File: config.mk
export PLATFORM = sky130hd
export DESIGN_NAME = debug_obi_slave_arbiter
export DESIGN_NICKNAME = d
export VERILOG_FILES = /design/src/rtl/debug_obi_slave_arbiter_pkg.sv /design/src/rtl/debug_arb_idx_fifo.sv /design/src/rtl/debug_obi_slave_arbiter.sv
export SDC_FILE = /design/constraint.sdc
export NUM_CORES = 1
export LEC_CHECK = 0
export ABC_AREA = 1
export CORE_AREA = 2 2 122 124
export CTS_CLUSTER_DIAMETER = 100
export DETAILED_ROUTE_END_ITERATION = 8
export DIE_AREA = 0 0 124 126
export PLACE_DENSITY = 0.53
export SYNTH_ARGS = -nofsm -noshare
export SYNTH_HDL_FRONTEND = slang
export SYNTH_SLANG_ARGS = --single-unit
File: constraint.sdc
create_clock -name clk_i -period 2.8 [get_ports clk_i]
set_input_delay 0.56 -clock clk_i [delete_from_list [all_inputs] [get_ports clk_i]]
set_output_delay 0.56 -clock clk_i [all_outputs]
set_load 0.02 [all_outputs]
File: src/rtl/debug_obi_slave_arbiter_pkg.sv
`default_nettype none
// +----------------------------------------------------------------------------+
// | Module   : debug_obi_slave_arbiter_pkg                                     |
// | Purpose  : OBI request/response types and the index-width helper used by   |
// |            the debug-module slave-port arbiter and its index FIFO.         |
// | Contents : obi_req_t  (req, we, addr, be, wdata)                           |
// |            obi_resp_t (gnt, rvalid, rdata)                                 |
// |            idx_width() : bits needed to index n entries (minimum 1)        |
// | Revision : 1.0 - initial release                                           |
// +----------------------------------------------------------------------------+
package debug_obi_slave_arbiter_pkg;

  localparam int unsigned OBI_ADDR_W = 32;
  localparam int unsigned OBI_DATA_W = 32;
  localparam int unsigned OBI_BE_W   = OBI_DATA_W / 8;

  typedef struct packed {
    logic                  req;
    logic                  we;
    logic [OBI_ADDR_W-1:0] addr;
    logic [OBI_BE_W-1:0]   be;
    logic [OBI_DATA_W-1:0] wdata;
  } obi_req_t;

  typedef struct packed {
    logic                  gnt;
    logic                  rvalid;
    logic [OBI_DATA_W-1:0] rdata;
  } obi_resp_t;

  // A single-entry structure still needs a 1-bit index so that ports and
  // pointers never collapse to zero width.
  function automatic int unsigned idx_width(input int unsigned n);
    return (n > 1) ? $clog2(n) : 1;
  endfunction

endpackage
`default_nettype wire

File: src/rtl/debug_arb_idx_fifo.sv
`default_nettype none
// +----------------------------------------------------------------------------+
// | Module   : debug_arb_idx_fifo                                              |
// | Purpose  : Small synchronous FIFO holding the hart index of every          |
// |            transaction granted by the debug slave port but not yet         |
// |            answered. Wrapping read/write pointers plus an occupancy count  |
// |            make any depth legal, including non powers of two.             |
// | Ports    : clk_i, rst_ni (sync, active-low)                                |
// |            push/data_in : append an entry (ignored when full)              |
// |            pop          : drop the head entry (ignored when empty)         |
// |            head         : oldest entry                                     |
// |            full, empty, count : occupancy status                           |
// | Revision : 1.0 - initial release                                           |
// +----------------------------------------------------------------------------+
module debug_arb_idx_fifo
  import debug_obi_slave_arbiter_pkg::*;
#(
  parameter  int unsigned Depth = 2,
  parameter  int unsigned Width = 1,
  localparam int unsigned CntW  = $clog2(Depth + 1)
) (
  input  logic             clk_i,
  input  logic             rst_ni,
  input  logic             push,
  input  logic             pop,
  input  logic [Width-1:0] data_in,
  output logic [Width-1:0] head,
  output logic             full,
  output logic             empty,
  output logic [CntW-1:0]  count
);

  localparam int unsigned PTR_W = idx_width(Depth);

  logic [Width-1:0] mem_q [Depth];
  logic [Width-1:0] mem_d [Depth];
  logic [PTR_W-1:0] wr_ptr_q, wr_ptr_d;
  logic [PTR_W-1:0] rd_ptr_q, rd_ptr_d;
  logic [CntW-1:0]  count_q, count_d;
  logic             do_push, do_pop;

  function automatic logic [PTR_W-1:0] wrap_inc(input logic [PTR_W-1:0] p);
    return (p == PTR_W'(Depth - 1)) ? '0 : p + PTR_W'(1);
  endfunction

  assign full    = (count_q == CntW'(Depth));
  assign empty   = (count_q == '0);
  assign count   = count_q;
  assign head    = mem_q[rd_ptr_q];
  assign do_push = push & ~full;
  assign do_pop  = pop & ~empty;

  always_comb begin
    mem_d    = mem_q;
    wr_ptr_d = wr_ptr_q;
    rd_ptr_d = rd_ptr_q;
    count_d  = count_q;
    if (do_push) begin
      mem_d[wr_ptr_q] = data_in;
      wr_ptr_d        = wrap_inc(wr_ptr_q);
    end
    if (do_pop) begin
      rd_ptr_d = wrap_inc(rd_ptr_q);
    end
    // Simultaneous push and pop leaves the occupancy unchanged.
    case ({do_push, do_pop})
      2'b10:   count_d = count_q + CntW'(1);
      2'b01:   count_d = count_q - CntW'(1);
      default: count_d = count_q;
    endcase
  end

  always_ff @(posedge clk_i) begin
    if (!rst_ni) begin
      mem_q    <= '{default: '0};
      wr_ptr_q <= '0;
      rd_ptr_q <= '0;
      count_q  <= '0;
    end else begin
      mem_q    <= mem_d;
      wr_ptr_q <= wr_ptr_d;
      rd_ptr_q <= rd_ptr_d;
      count_q  <= count_d;
    end
  end

endmodule
`default_nettype wire

File: src/rtl/debug_obi_slave_arbiter.sv
`default_nettype none
// +----------------------------------------------------------------------------+
// | Module   : debug_obi_slave_arbiter                                         |
// | Purpose  : Round-robin OBI arbiter sharing the single debug-module slave   |
// |            port between NrHarts requesters. A stalled selection is locked  |
// |            until granted, granted transactions are tracked in an index     |
// |            FIFO and each rvalid/rdata is routed back to its issuing hart.  |
// | Ports    : clk_i, rst_ni (sync, active-low)                                |
// |            hart_req_i / hart_resp_o : per-hart OBI request / response      |
// |            dm_req_o / dm_resp_i     : debug-module slave port              |
// |            err_o  : sticky, rvalid seen with nothing outstanding           |
// |            busy_o : lock held or transactions outstanding                  |
// | Revision : 1.0 - initial release                                           |
// +----------------------------------------------------------------------------+
module debug_obi_slave_arbiter
  import debug_obi_slave_arbiter_pkg::*;
#(
  parameter  int unsigned NrHarts        = 2,
  parameter  int unsigned MaxOutstanding = 2,
  localparam int unsigned IdxW           = idx_width(NrHarts)
) (
  input  logic                    clk_i,
  input  logic                    rst_ni,
  input  obi_req_t  [NrHarts-1:0] hart_req_i,
  output obi_resp_t [NrHarts-1:0] hart_resp_o,
  output obi_req_t                dm_req_o,
  input  obi_resp_t               dm_resp_i,
  output logic                    err_o,
  output logic                    busy_o
);

  localparam int unsigned CNT_W = $clog2(MaxOutstanding + 1);

  logic [IdxW-1:0]  ptr_q, ptr_d;
  logic [IdxW-1:0]  locked_idx_q, locked_idx_d;
  logic             locked_q, locked_d;
  logic             err_q, err_d;

  logic [IdxW-1:0]  sel;
  logic             sel_valid;
  logic             fwd;
  logic             sel_req;
  logic             handshake;
  logic             do_pop;
  logic [IdxW-1:0]  fifo_head;
  logic             fifo_full;
  logic             fifo_empty;
  logic [CNT_W-1:0] fifo_count;

  // Selection: the locked hart wins unconditionally; otherwise the first
  // requesting hart at or after the priority pointer, wrapping around.
  always_comb begin : p_select
    int unsigned cand;
    cand      = 0;
    sel       = '0;
    sel_valid = 1'b0;
    if (locked_q) begin
      sel       = locked_idx_q;
      sel_valid = 1'b1;
    end else begin
      for (int unsigned off = 0; off < NrHarts; off++) begin
        cand = 32'(ptr_q) + off;
        if (cand >= NrHarts) cand = cand - NrHarts;
        if (!sel_valid && hart_req_i[IdxW'(cand)].req) begin
          sel       = IdxW'(cand);
          sel_valid = 1'b1;
        end
      end
    end
  end

  // A full FIFO blocks issue even when a pop happens this cycle, which keeps
  // rvalid off the combinational path to dm_req_o.req.
  assign fwd       = rst_ni & ~fifo_full & sel_valid;
  assign sel_req   = hart_req_i[sel].req;
  assign handshake = fwd & sel_req & dm_resp_i.gnt;
  assign do_pop    = rst_ni & dm_resp_i.rvalid & ~fifo_empty;

  always_comb begin : p_route
    dm_req_o    = '0;
    hart_resp_o = '0;
    // A locked hart that dropped req is still forwarded, fields and all,
    // so the slave keeps seeing the same request once req returns.
    if (fwd) begin
      dm_req_o             = hart_req_i[sel];
      hart_resp_o[sel].gnt = dm_resp_i.gnt & sel_req;
    end
    if (do_pop) begin
      hart_resp_o[fifo_head].rvalid = 1'b1;
      hart_resp_o[fifo_head].rdata  = dm_resp_i.rdata;
    end
  end

  always_comb begin : p_next
    ptr_d        = ptr_q;
    locked_d     = locked_q;
    locked_idx_d = locked_idx_q;
    err_d        = err_q;
    if (handshake) begin
      locked_d = 1'b0;
      ptr_d    = (sel == IdxW'(NrHarts - 1)) ? '0 : sel + IdxW'(1);
    end else if (fwd && sel_req) begin
      locked_d     = 1'b1;
      locked_idx_d = sel;
    end
    if (dm_resp_i.rvalid && fifo_empty) begin
      err_d = 1'b1;
    end
  end

  always_ff @(posedge clk_i) begin
    if (!rst_ni) begin
      ptr_q        <= '0;
      locked_q     <= 1'b0;
      locked_idx_q <= '0;
      err_q        <= 1'b0;
    end else begin
      ptr_q        <= ptr_d;
      locked_q     <= locked_d;
      locked_idx_q <= locked_idx_d;
      err_q        <= err_d;
    end
  end

  debug_arb_idx_fifo #(
    .Depth (MaxOutstanding),
    .Width (IdxW)
  ) u_idx_fifo (
    .clk_i   (clk_i),
    .rst_ni  (rst_ni),
    .push    (handshake),
    .pop     (do_pop),
    .data_in (sel),
    .head    (fifo_head),
    .full    (fifo_full),
    .empty   (fifo_empty),
    .count   (fifo_count)
  );

  assign err_o  = err_q;
  assign busy_o = locked_q | (fifo_count != '0);

endmodule
`default_nettype wire
==> run_results.csv <==
group,metric,value,unit
floorplan,die_area,15600,sq um
cts,htree_levels,1,
synth,yosysSeqAreaShare,0.0929,
cts,clockBufferDepth,2,
synth,synth.most_common_cell,"nor2_1",
placed_design,routabilityCongestion,0.792,
setup_path,arrival,2.17,ns
synth,synth_async_sr_flop_share,0,
synth,synthTopCellsByArea,"nor2_1, o21ai_0, nor2_4",
floorplan,ioPinCount,316,
cells_and_area,antenna_cells,0,
sta,fmax,366,MHz
placed_design,dp_hpwl,11.6,mm
route,vias,3809,
floorplan,die_h,126,um
placed_design,port-buffer-count,315,
sta,relSlewSlack,0.754,
floorplan,core,14300,sq um
setup_path,endpoint_kind,"output port",
cts,clk_latency,0.24,ns
global_route,antenna_found_initial,0,
route,drt_iter0_drc,72,
global_route,grt_overflow_total,0,
synth,synth_edf_count,0,
synth,ys_warn_count,0,
sta,worst_pin_slew,0.359,ns
route,drc,0,
cells_and_area,register_area,200,sq um
floorplan,die_x,124,um
sta,min_period_over_period,0.975,
synth,yosys_register_bits,10,
route,wl,14.7,mm
sta,hold_viol_final,0,
cells_and_area,final_nets,914,
min_path,min_from,"u_idx_fifo.rd_ptr_q",
sta,drv_slew,0,
sta,whs,0.466,ns
global_route,grt_pass1_vias,3881,
sta,finClkSkew,0.00232,ns
floorplan,initial_core_util,0.151,
cts,cts_buffers,3,
cts,clk_root_buffer_cell,"clkbuf_16",
cells_and_area,syn2layout_area_growth,159,%
cts,clock-sinks,10,
cts,clkTransAtPathRegs,0.04,ns
cells_and_area,multi_input_area,1640,sq um
cells_and_area,fillers,1569,
global_route,grt_pass1_wl,20.5,mm
setup_path,critical_path_peak_fanout,12,
floorplan,row_count,44,
global_route,grt_max_degree,45,
sta,setup_viol,0,
synth,ys.flop_type,"dfxtp_1",
synth,netlist-cell-type-count,27,
min_path,hp-class,"flip-flop to flip-flop",
route,postRouteAntennaNets,0,
route,wl_per_cell,16.0,um
route,drtPass1Iterations,4,
synth,avgSynthCellArea,5.27,sq um
power,peakVddDrop,0.113,mV
synth,syn-cell-area,2160,sq um
synth,synthCells,409,
setup_path,cp-startpoint,"hart_req_i[69]",
setup_path,rr_startpoint,"locked_q",
power,power.total,1.39,mW
synth,yosysTopAreaCellShare,0.322,
sta,rsz0062_at_grt,"yes",
synth,synth_top_area_cell,"nor2_1",
power,power_density,248,nW/um^2
outcome,status,"completed",
global_route,grtUsageTotal,0.170,
run,maxCapViolCount,0,
cts,cts_tree,"built",
synth,synth_fp_nets,586,
sta,fin_crit,2.73,ns
placed_design,place_ws,-0.306,ns
cells_and_area,drive_gt1_frac,0.223,
route,vias_per_cell,4.14,
setup_path,startpoint_type,"input pin",
sta,timing.final.ws_setup,0.0703,ns
setup_path,crit_type,"input pin to output port",
setup_path,required,2.24,ns
synth,synth_common_cells,"nor2_1, o21ai_0, inv_1",
power,leakage,2.75,nW
==> what timing repair did <==
action                                  4_1_cts  5_1_grt
gates resized for setup                     179      133
cloned                                        1        4
pin swaps                                     0        2
hold buffers                                  0        0
endpoints found under the setup margin      128       85
setup buffers                                 0        4
==> power breakdown <==
group / internal [mW] / switching [mW]
registers: 0.153 / 0.00831
clock network: 0.215 / 0.0730
logic: 0.461 / 0.476
==> logic make-up after synthesis <==
| group | after synthesis | synth area share |
|---|---|---|
| muxes | 1 | 0.00464 |
| adders and majority gates | 1 | 0.00580 |
| and+or+nand+nor | 243 | 0.553 |
| buffers and inverters | 73 | 0.154 |
| AOI/OAI and AO/OA | 81 | 0.189 |
| DFF | 10 | 0.0929 |
==> final cells by class <==
type	count	area share
clock buffer	4	0.0159
timing repair buffer	351	0.584
tap	184	0.0412
multi-input combinational	326	0.292
sequential	10	0.0358
inverter	45	0.0306
==> state kept, by name (all words and copies together), names as in the netlist <==
signal and cells:
u_idx_fifo.count 2, u_idx_fifo.mem_q 2, err_o 1, locked_idx_q 1
locked_q 1, ptr_q 1, u_idx_fifo.rd_ptr_q 1, u_idx_fifo.wr_ptr_q 1
==> layout by cell type, fill, tap and decap left out, drive strengths merged <==
cell type	instances
a211oi	1
mux2i	1
buf	60
nand4	2
inv	45
nand2	13
and3	1
clkbuf	50
a21oi	6
ha	1
dlygate4sd2	40
clkdlybuf4s15	29
nor2	221
clkdlybuf4s50	176
nor3	1
nand3	5
o21ai	74
dfxtp	10
==> per-layer routing <==
layer  track usage  vias up  share of wire  wire [um]
li1              -     1907              -          -
met1         0.164     1683           0.34       4960
met2         0.338      208           0.53       7800
met3        0.0616       11           0.12       1800
met4        0.0324        0          0.013        185
met5             0        -              0          0
==> through the flow <==
stage | TNS, ns | utilization | cells | area, sq um
after floorplan | 0 | - | 409 | 2160
after global placement | -28.59 | 0.394 | 907 | 5640
after detailed placement | -30.60 | 0.394 | 907 | 5640
after CTS | -0.0747 | 0.396 | 912 | 5660
after global routing | -0.203 | 0.391 | 920 | 5590
final | 0 | 0.391 | 920 | 5590
==> path summary, 6_finish.rpt <==
kind | endpoint | slack (ns) | cells past startpoint
worst max-delay path | dm_req_o[36] | 0.07 | 11
worst min-delay path | u_idx_fifo.rd_ptr_q | 0.47 | 1
worst max register to register | u_idx_fifo.count[1] | 0.84 | 11
worst min register to register | u_idx_fifo.rd_ptr_q | 0.47 | 1
==> critical path: stages <==
cell and delay, ns:
clkdlybuf4s50_1 0.49, inv_1 0.06, nand2_1 0.08, nor2_2 0.06, nor2_8 0.15, buf_12 0.13, buf_4 0.11, clkbuf_16 0.15
o21ai_0 0.10, nor2_1 0.11, buf_2 0.17
Power figures use the tool's default switching activity.
